===== src/rtl/fu_alu_pipe.sv =====
// Pipelined integer ALU functional unit: combinational compute into stage 0, delay stages
// behind it, per-stage valid/ready flow control with bubble collapse, flush and sticky overflow.
package types_pkg;
  typedef enum logic [3:0] {
    ALU_ADD  = 4'd0,
    ALU_SUB  = 4'd1,
    ALU_SLL  = 4'd2,
    ALU_SLT  = 4'd3,
    ALU_SLTU = 4'd4,
    ALU_XOR  = 4'd5,
    ALU_SRL  = 4'd6,
    ALU_SRA  = 4'd7,
    ALU_OR   = 4'd8,
    ALU_AND  = 4'd9
  } aluop_t;
endpackage

module fu_alu_pipe
  import types_pkg::*;
#(
  parameter int WIDTH   = 32,
  parameter int LATENCY = 2,
  parameter int TAG_W   = 5
) (
  input  logic               CLK,
  input  logic               RST,
  input  logic               flush,
  input  logic               in_valid,
  output logic               in_ready,
  input  aluop_t             in_aluop,
  input  logic               in_sat,
  input  logic [WIDTH-1:0]   in_port_a,
  input  logic [WIDTH-1:0]   in_port_b,
  input  logic [TAG_W-1:0]   in_tag,
  output logic               out_valid,
  input  logic               out_ready,
  output logic [WIDTH-1:0]   out_result,
  output logic [TAG_W-1:0]   out_tag,
  output logic               out_overflow,
  output logic               out_negative,
  output logic               out_zero,
  output logic               sticky_ovf,
  input  logic               sticky_clr
);

  localparam int SHW = $clog2(WIDTH);
  localparam int PW  = WIDTH + TAG_W + 3;

  function automatic logic signed [WIDTH-1:0] sat_val(input logic sign_a);
    return sign_a ? {1'b1, {(WIDTH-1){1'b0}}} : {1'b0, {(WIDTH-1){1'b1}}};
  endfunction

  function automatic logic add_ovf(input logic sa, input logic sb, input logic sr);
    return (sa == sb) && (sr != sa);
  endfunction

  function automatic logic sub_ovf(input logic sa, input logic sb, input logic sr);
    return (sa != sb) && (sr != sa);
  endfunction

  logic signed [WIDTH-1:0] w_a;
  logic signed [WIDTH-1:0] w_b;
  logic signed [WIDTH-1:0] w_sum;
  logic signed [WIDTH-1:0] w_diff;
  logic        [SHW-1:0]   w_shamt;
  logic signed [WIDTH-1:0] w_res;
  logic                    w_ovf;
  logic        [PW-1:0]    w_dat;
  logic        [LATENCY-1:0] w_move;

  logic [LATENCY-1:0]         r_vld_p;
  logic [LATENCY-1:0][PW-1:0] r_dat_p;
  logic                       r_sticky;

  assign w_a     = in_port_a;
  assign w_b     = in_port_b;
  assign w_sum   = w_a + w_b;
  assign w_diff  = w_a - w_b;
  assign w_shamt = in_port_b[SHW-1:0];

  always_comb begin
    w_res = '0;
    w_ovf = 1'b0;
    case (in_aluop)
      ALU_ADD: begin
        w_ovf = add_ovf(w_a[WIDTH-1], w_b[WIDTH-1], w_sum[WIDTH-1]);
        w_res = (in_sat && w_ovf) ? sat_val(w_a[WIDTH-1]) : w_sum;
      end
      ALU_SUB: begin
        w_ovf = sub_ovf(w_a[WIDTH-1], w_b[WIDTH-1], w_diff[WIDTH-1]);
        w_res = (in_sat && w_ovf) ? sat_val(w_a[WIDTH-1]) : w_diff;
      end
      ALU_SLL:  w_res = w_a << w_shamt;
      ALU_SRL:  w_res = in_port_a >> w_shamt;
      ALU_SRA:  w_res = w_a >>> w_shamt;
      ALU_SLT:  w_res = {{(WIDTH-1){1'b0}}, (w_a < w_b)};
      ALU_SLTU: w_res = {{(WIDTH-1){1'b0}}, (in_port_a < in_port_b)};
      ALU_AND:  w_res = w_a & w_b;
      ALU_OR:   w_res = w_a | w_b;
      ALU_XOR:  w_res = w_a ^ w_b;
      default:  ;
    endcase
  end

  // Payload layout: {ovf, negative, zero, tag, result}; flags are stored so they read 0 after reset.
  assign w_dat = {w_ovf, w_res[WIDTH-1], ~|w_res, in_tag, w_res};

  // A stage may load when it is empty or everything ahead of it drains this cycle.
  always_comb begin : move_chain
    logic v_go;
    w_move = '0;
    v_go   = out_ready;
    for (int i = LATENCY - 1; i >= 0; i--) begin
      v_go      = v_go | ~r_vld_p[i];
      w_move[i] = v_go;
    end
  end

  // ---- stage 0 = registered compute, stages 1..LATENCY-1 = delay, last stage drives outputs ----
  always_ff @(posedge CLK) begin
    if (w_move[0] && in_valid) r_dat_p[0] <= w_dat;
    for (int i = 1; i < LATENCY; i++) begin
      if (w_move[i] && r_vld_p[i-1]) r_dat_p[i] <= r_dat_p[i-1];
    end

    if (RST) begin
      r_vld_p              <= '0;
      r_dat_p[LATENCY-1]   <= '0;
      r_sticky             <= 1'b0;
    end else begin
      if (flush) begin
        r_vld_p <= '0;
      end else begin
        if (w_move[0]) r_vld_p[0] <= in_valid;
        for (int i = 1; i < LATENCY; i++) begin
          if (w_move[i]) r_vld_p[i] <= r_vld_p[i-1];
        end
      end
      if (out_valid && out_ready && out_overflow) r_sticky <= 1'b1;
      else if (sticky_clr)                        r_sticky <= 1'b0;
    end
  end

  assign in_ready     = w_move[0];
  assign out_valid    = r_vld_p[LATENCY-1];
  assign out_result   = r_dat_p[LATENCY-1][WIDTH-1:0];
  assign out_tag      = r_dat_p[LATENCY-1][WIDTH+TAG_W-1:WIDTH];
  assign out_zero     = r_dat_p[LATENCY-1][PW-3];
  assign out_negative = r_dat_p[LATENCY-1][PW-2];
  assign out_overflow = r_dat_p[LATENCY-1][PW-1];
  assign sticky_ovf   = r_sticky;

endmodule


===== config.mk =====
export PLATFORM = sky130hd
export DESIGN_NAME = fu_alu_pipe
export DESIGN_NICKNAME = d
export VERILOG_FILES = /design/src/rtl/fu_alu_pipe.sv
export SDC_FILE = /design/constraint.sdc
export NUM_CORES = 1
export LEC_CHECK = 0
export CAP_MARGIN = 20
export CELL_PAD_IN_SITES_DETAIL_PLACEMENT = 1
export CELL_PAD_IN_SITES_GLOBAL_PLACEMENT = 1
export CORE_UTILIZATION = 35
export CTS_BUF_LIST = sky130_fd_sc_hd__clkbuf_8
export DETAILED_ROUTE_END_ITERATION = 12
export PLACE_DENSITY_LB_ADDON = 0.1
export RECOVER_POWER = 100
export REMOVE_ABC_BUFFERS = 1
export SYNTH_ARGS = -nofsm -noshare
export SYNTH_HDL_FRONTEND = slang
export SYNTH_SLANG_ARGS = --single-unit

===== constraint.sdc =====
create_clock -name CLK -period 14.83 [get_ports CLK]
set_clock_uncertainty 0.05 [all_clocks]
set_input_delay 2.966 -clock CLK [delete_from_list [all_inputs] [get_ports CLK]]
set_output_delay 2.966 -clock CLK [all_outputs]
set_load 0.01 [all_outputs]

==> flow_summary.json <==
{
  "min_period_ps": 11290,
  "async_flop_share_pct": 0,
  "wl_per_cell_um": 28.0,
  "grt_pass1_vias": 13600,
  "post_cts_buffers": 0,
  "fp.dieW_um": 194,
  "netSwitchingFraction_pct": 44.3,
  "yosys_register_bits": 81,
  "cts_tree": "done",
  "fmax_mhz": 88.6,
  "ctsResizeCount": 0,
  "relSlewSlack_pct": -69.9,
  "r2r_setup_slack_ps": 11890,
  "yosysTopAreaCellShare_pct": 10.0,
  "synth_ff_type": "dfxtp_1",
  "power_w": 0.000858,
  "path_clk_slew_ps": 70,
  "seq_area_frac_synth_pct": 15.6,
  "cts_buffers": 9,
  "slew_violations": 133,
  "cp.required_ps": 14950,
  "grt_use_total_pct": 31.7,
  "grt_setup_unrepaired": "false",
  "max-vdd-ir-drop_mv": 0.0514,
  "internal_power_w": 0.000478,
  "grt_max_degree": 65,
  "cap_violations": 3,
  "grt_antenna_before_repair": 0,
  "drt_iter0_markers": 1202,
  "wl_um": 60700,
  "dp_hpwl_um": 48100,
  "drive_above_1_share_pct": 8.21,
  "syn2layout_area_growth_pct": 9.71,
  "yosys-top-cells-count": "nand2_1, a21oi_1, nor2_1",
  "grt_overflow": 0,
  "rows": 69,
  "switchingPower_w": 0.000380,
  "cp_cell_sequence": "dlygate4sd3_1 -> clkbuf_1 -> inv_1 -> ha_1 -> a21oi_1 -> o31ai_1 -> o21ai_0 -> a21boi_0 -> o21ai_0 -> clkbuf_1 -> a21oi_1 -> or4_1 -> or4_4 -> nor4_4 -> nand4_1 -> nor3_1",
  "setup_tns_ps": 0,
  "slowest_delay_ps": 1620,
  "critPathSlowestCell": "clkbuf_1",
  "cts_hold_buf": 0,
  "cp.buffers_inverters": 4,
  "p_clk_share_pct": 15.7,
  "synth_top_cell_by_area": "ha_1",
  "vias": 13600,
  "antennaDiodeCount": 0,
  "crit_arrival_ps": 11410,
  "die_y_um": 194,
  "htreeDepth": 3,
  "dieArea_um2": 37500,
  "ys_top_cells_by_area": "ha_1, edfxtp_1, a21oi_1",
  "place_ws_ps": 5920,
  "clock_path_buffers": 2,
  "syn_area_um2": 12900,
  "crit_fanout": 49,
  "ioPinCount": 123,
  "worstSetupStartpointType": "primary input",
  "nFillCells": 4421,
  "avgSynthCellArea_um2": 7.59,
  "setup_ws_ps": 3540,
  "first_pass_iters": 7,
  "p_seq_share_pct": 29.6,
  "worst-setup-path-type": "in2reg",
  "drcViolationCount": 0,
  "clockRootBuffer": "clkbuf_8",
  "syn_inst": 1695,
  "finalHoldViolations": 0,
  "comb_power_share_pct": 54.6,
  "vias_per_cell": 6.28,
  "period_share_pct": 76.1,
  "synth_edf_count": 39,
  "nets": 1885,
  "synth_cell_type_count": 101,
  "hp-class": "reg2reg",
  "io_buffers": 122,
  "p_per_area_nw_per_um2": 60.7,
  "synth_most_common_cell": "nand2_1",
  "leakage_nw": 5.60,
  "ys_warn_count": 0,
  "clock_latency_ps": 340,
  "end_kind": "register",
  "setup-violations-final": 0,
  "grt_pass1_wl_um": 90100,
  "crit_family": "buffers and inverters",
  "coreArea_um2": 35900,
  "place.gp.congestion": 1.00,
  "clock_sinks": 81,
  "violations": "max-capacitance violations, max-slew violations",
  "ant_nets": 0,
  "outcome": "finished, violations left",
  "tightest_slew_ps": 2550,
  "start_util_pct": 35.8
}
==> tightest hold or removal path: stages (launching register included) <==
cell and delay (ps):
dfxtp_1 310, nand2_1 50, a21oi_1 50
==> final cells by class <==
| class | instances | area (um^2) | share of cell area (%) |
|---|---|---|---|
| Multi-Input combinational cell | 1357 | 9590 | 67.9 |
| Clock inverter | 6 | 26.3 | 0.186 |
| Tap cell | 461 | 577 | 4.09 |
| Timing Repair Buffer | 151 | 1400 | 9.92 |
| Clock buffer | 10 | 138 | 0.975 |
| Inverter | 100 | 380 | 2.69 |
| Sequential cell | 81 | 2010 | 14.3 |
==> routing by layer <==
metal | routed length (um) | vias up | global-route usage [%]
li1 | - | 6215 | -
met1 | 26600 | 6738 | 42.1
met2 | 28800 | 547 | 53.7
met3 | 3230 | 96 | 1.81
met4 | 2110 | 0 | 12.4
met5 | 0 | - | 0
==> registers in the layout, indices dropped and copies added, names as in the netlist <==
name,flops
out_result,31
out_zero,1
r_vld_p,2
out_overflow,1
sticky_ovf,1
out_tag,5
r_dat_p,39
out_negative,1
==> worst paths after layout <==
kind,startpoint,end,depth (start not counted)
worst min register to register,out_result[30],out_result[30],2
worst min-delay path,out_result[30],out_result[30],2
worst max-delay path,in_port_b[4],r_dat_p[37],16
worst max register to register,r_vld_p[1],r_dat_p[35],3
==> power groups by stage <==
stage | clock network (W) | logic [W] | registers [W]
after floorplan | 0 | 0.000266 | 0.000260
after global placement | 0 | 0.000461 | 0.000259
after detailed placement | 0 | 0.000460 | 0.000259
after CTS | 0.000142 | 0.000463 | 0.000254
after global routing | 0.000149 | 0.000497 | 0.000256
final | 0.000135 | 0.000469 | 0.000254
==> cells in the final DEF, fill, tap and decap left out, types with 14 or more instances in the layout <==
cell,instances
edfxtp_1,39
nand2b_1,16
nor3_1,45
a211oi_1,20
nor2_1,123
a31oi_1,16
inv_1,95
dlygate4sd3_1,51
nand4_1,15
mux4_2,32
dfxtp_1,42
mux2_2,28
nand2_1,206
a22oi_1,30
ha_1,103
o21ai_0,79
nand3_1,38
clkdlybuf4s50_1,67
mux2i_1,65
o211ai_1,41
a221oi_1,14
o22ai_1,14
xnor2_1,48
nor2b_1,15
buf_4,24
a21oi_1,179
==> logic make-up (layout without fill, tap and decap cells) <==
| logic type | Yosys count | count (layout) | share of synthesized area (%) |
|---|---|---|---|
| AOI/OAI and AO/OA | 530 | 530 | 27.5 |
| xor gates and xnor gates | 53 | 53 | 3.61 |
| adders and majority gates | 105 | 105 | 10.3 |
| buffers and inverters | 257 | 267 | 9.78 |
| DFF | 81 | 81 | 15.6 |
| muxes | 128 | 128 | 13.4 |
| and+or+nand+nor | 541 | 541 | 19.8 |
==> through the flow <==
stage	hold WS [ps]	cell area [um^2]	utilization (%)	std cells
after floorplan	421	12000	-	1538
after CTS	409	14200	39.4	2164
after detailed placement	397	14000	39.0	2148
after global placement	393	14000	39.0	2148
after global routing	417	14100	39.3	2166
final	403	14100	39.3	2166
Power figures use the tool's default switching activity.
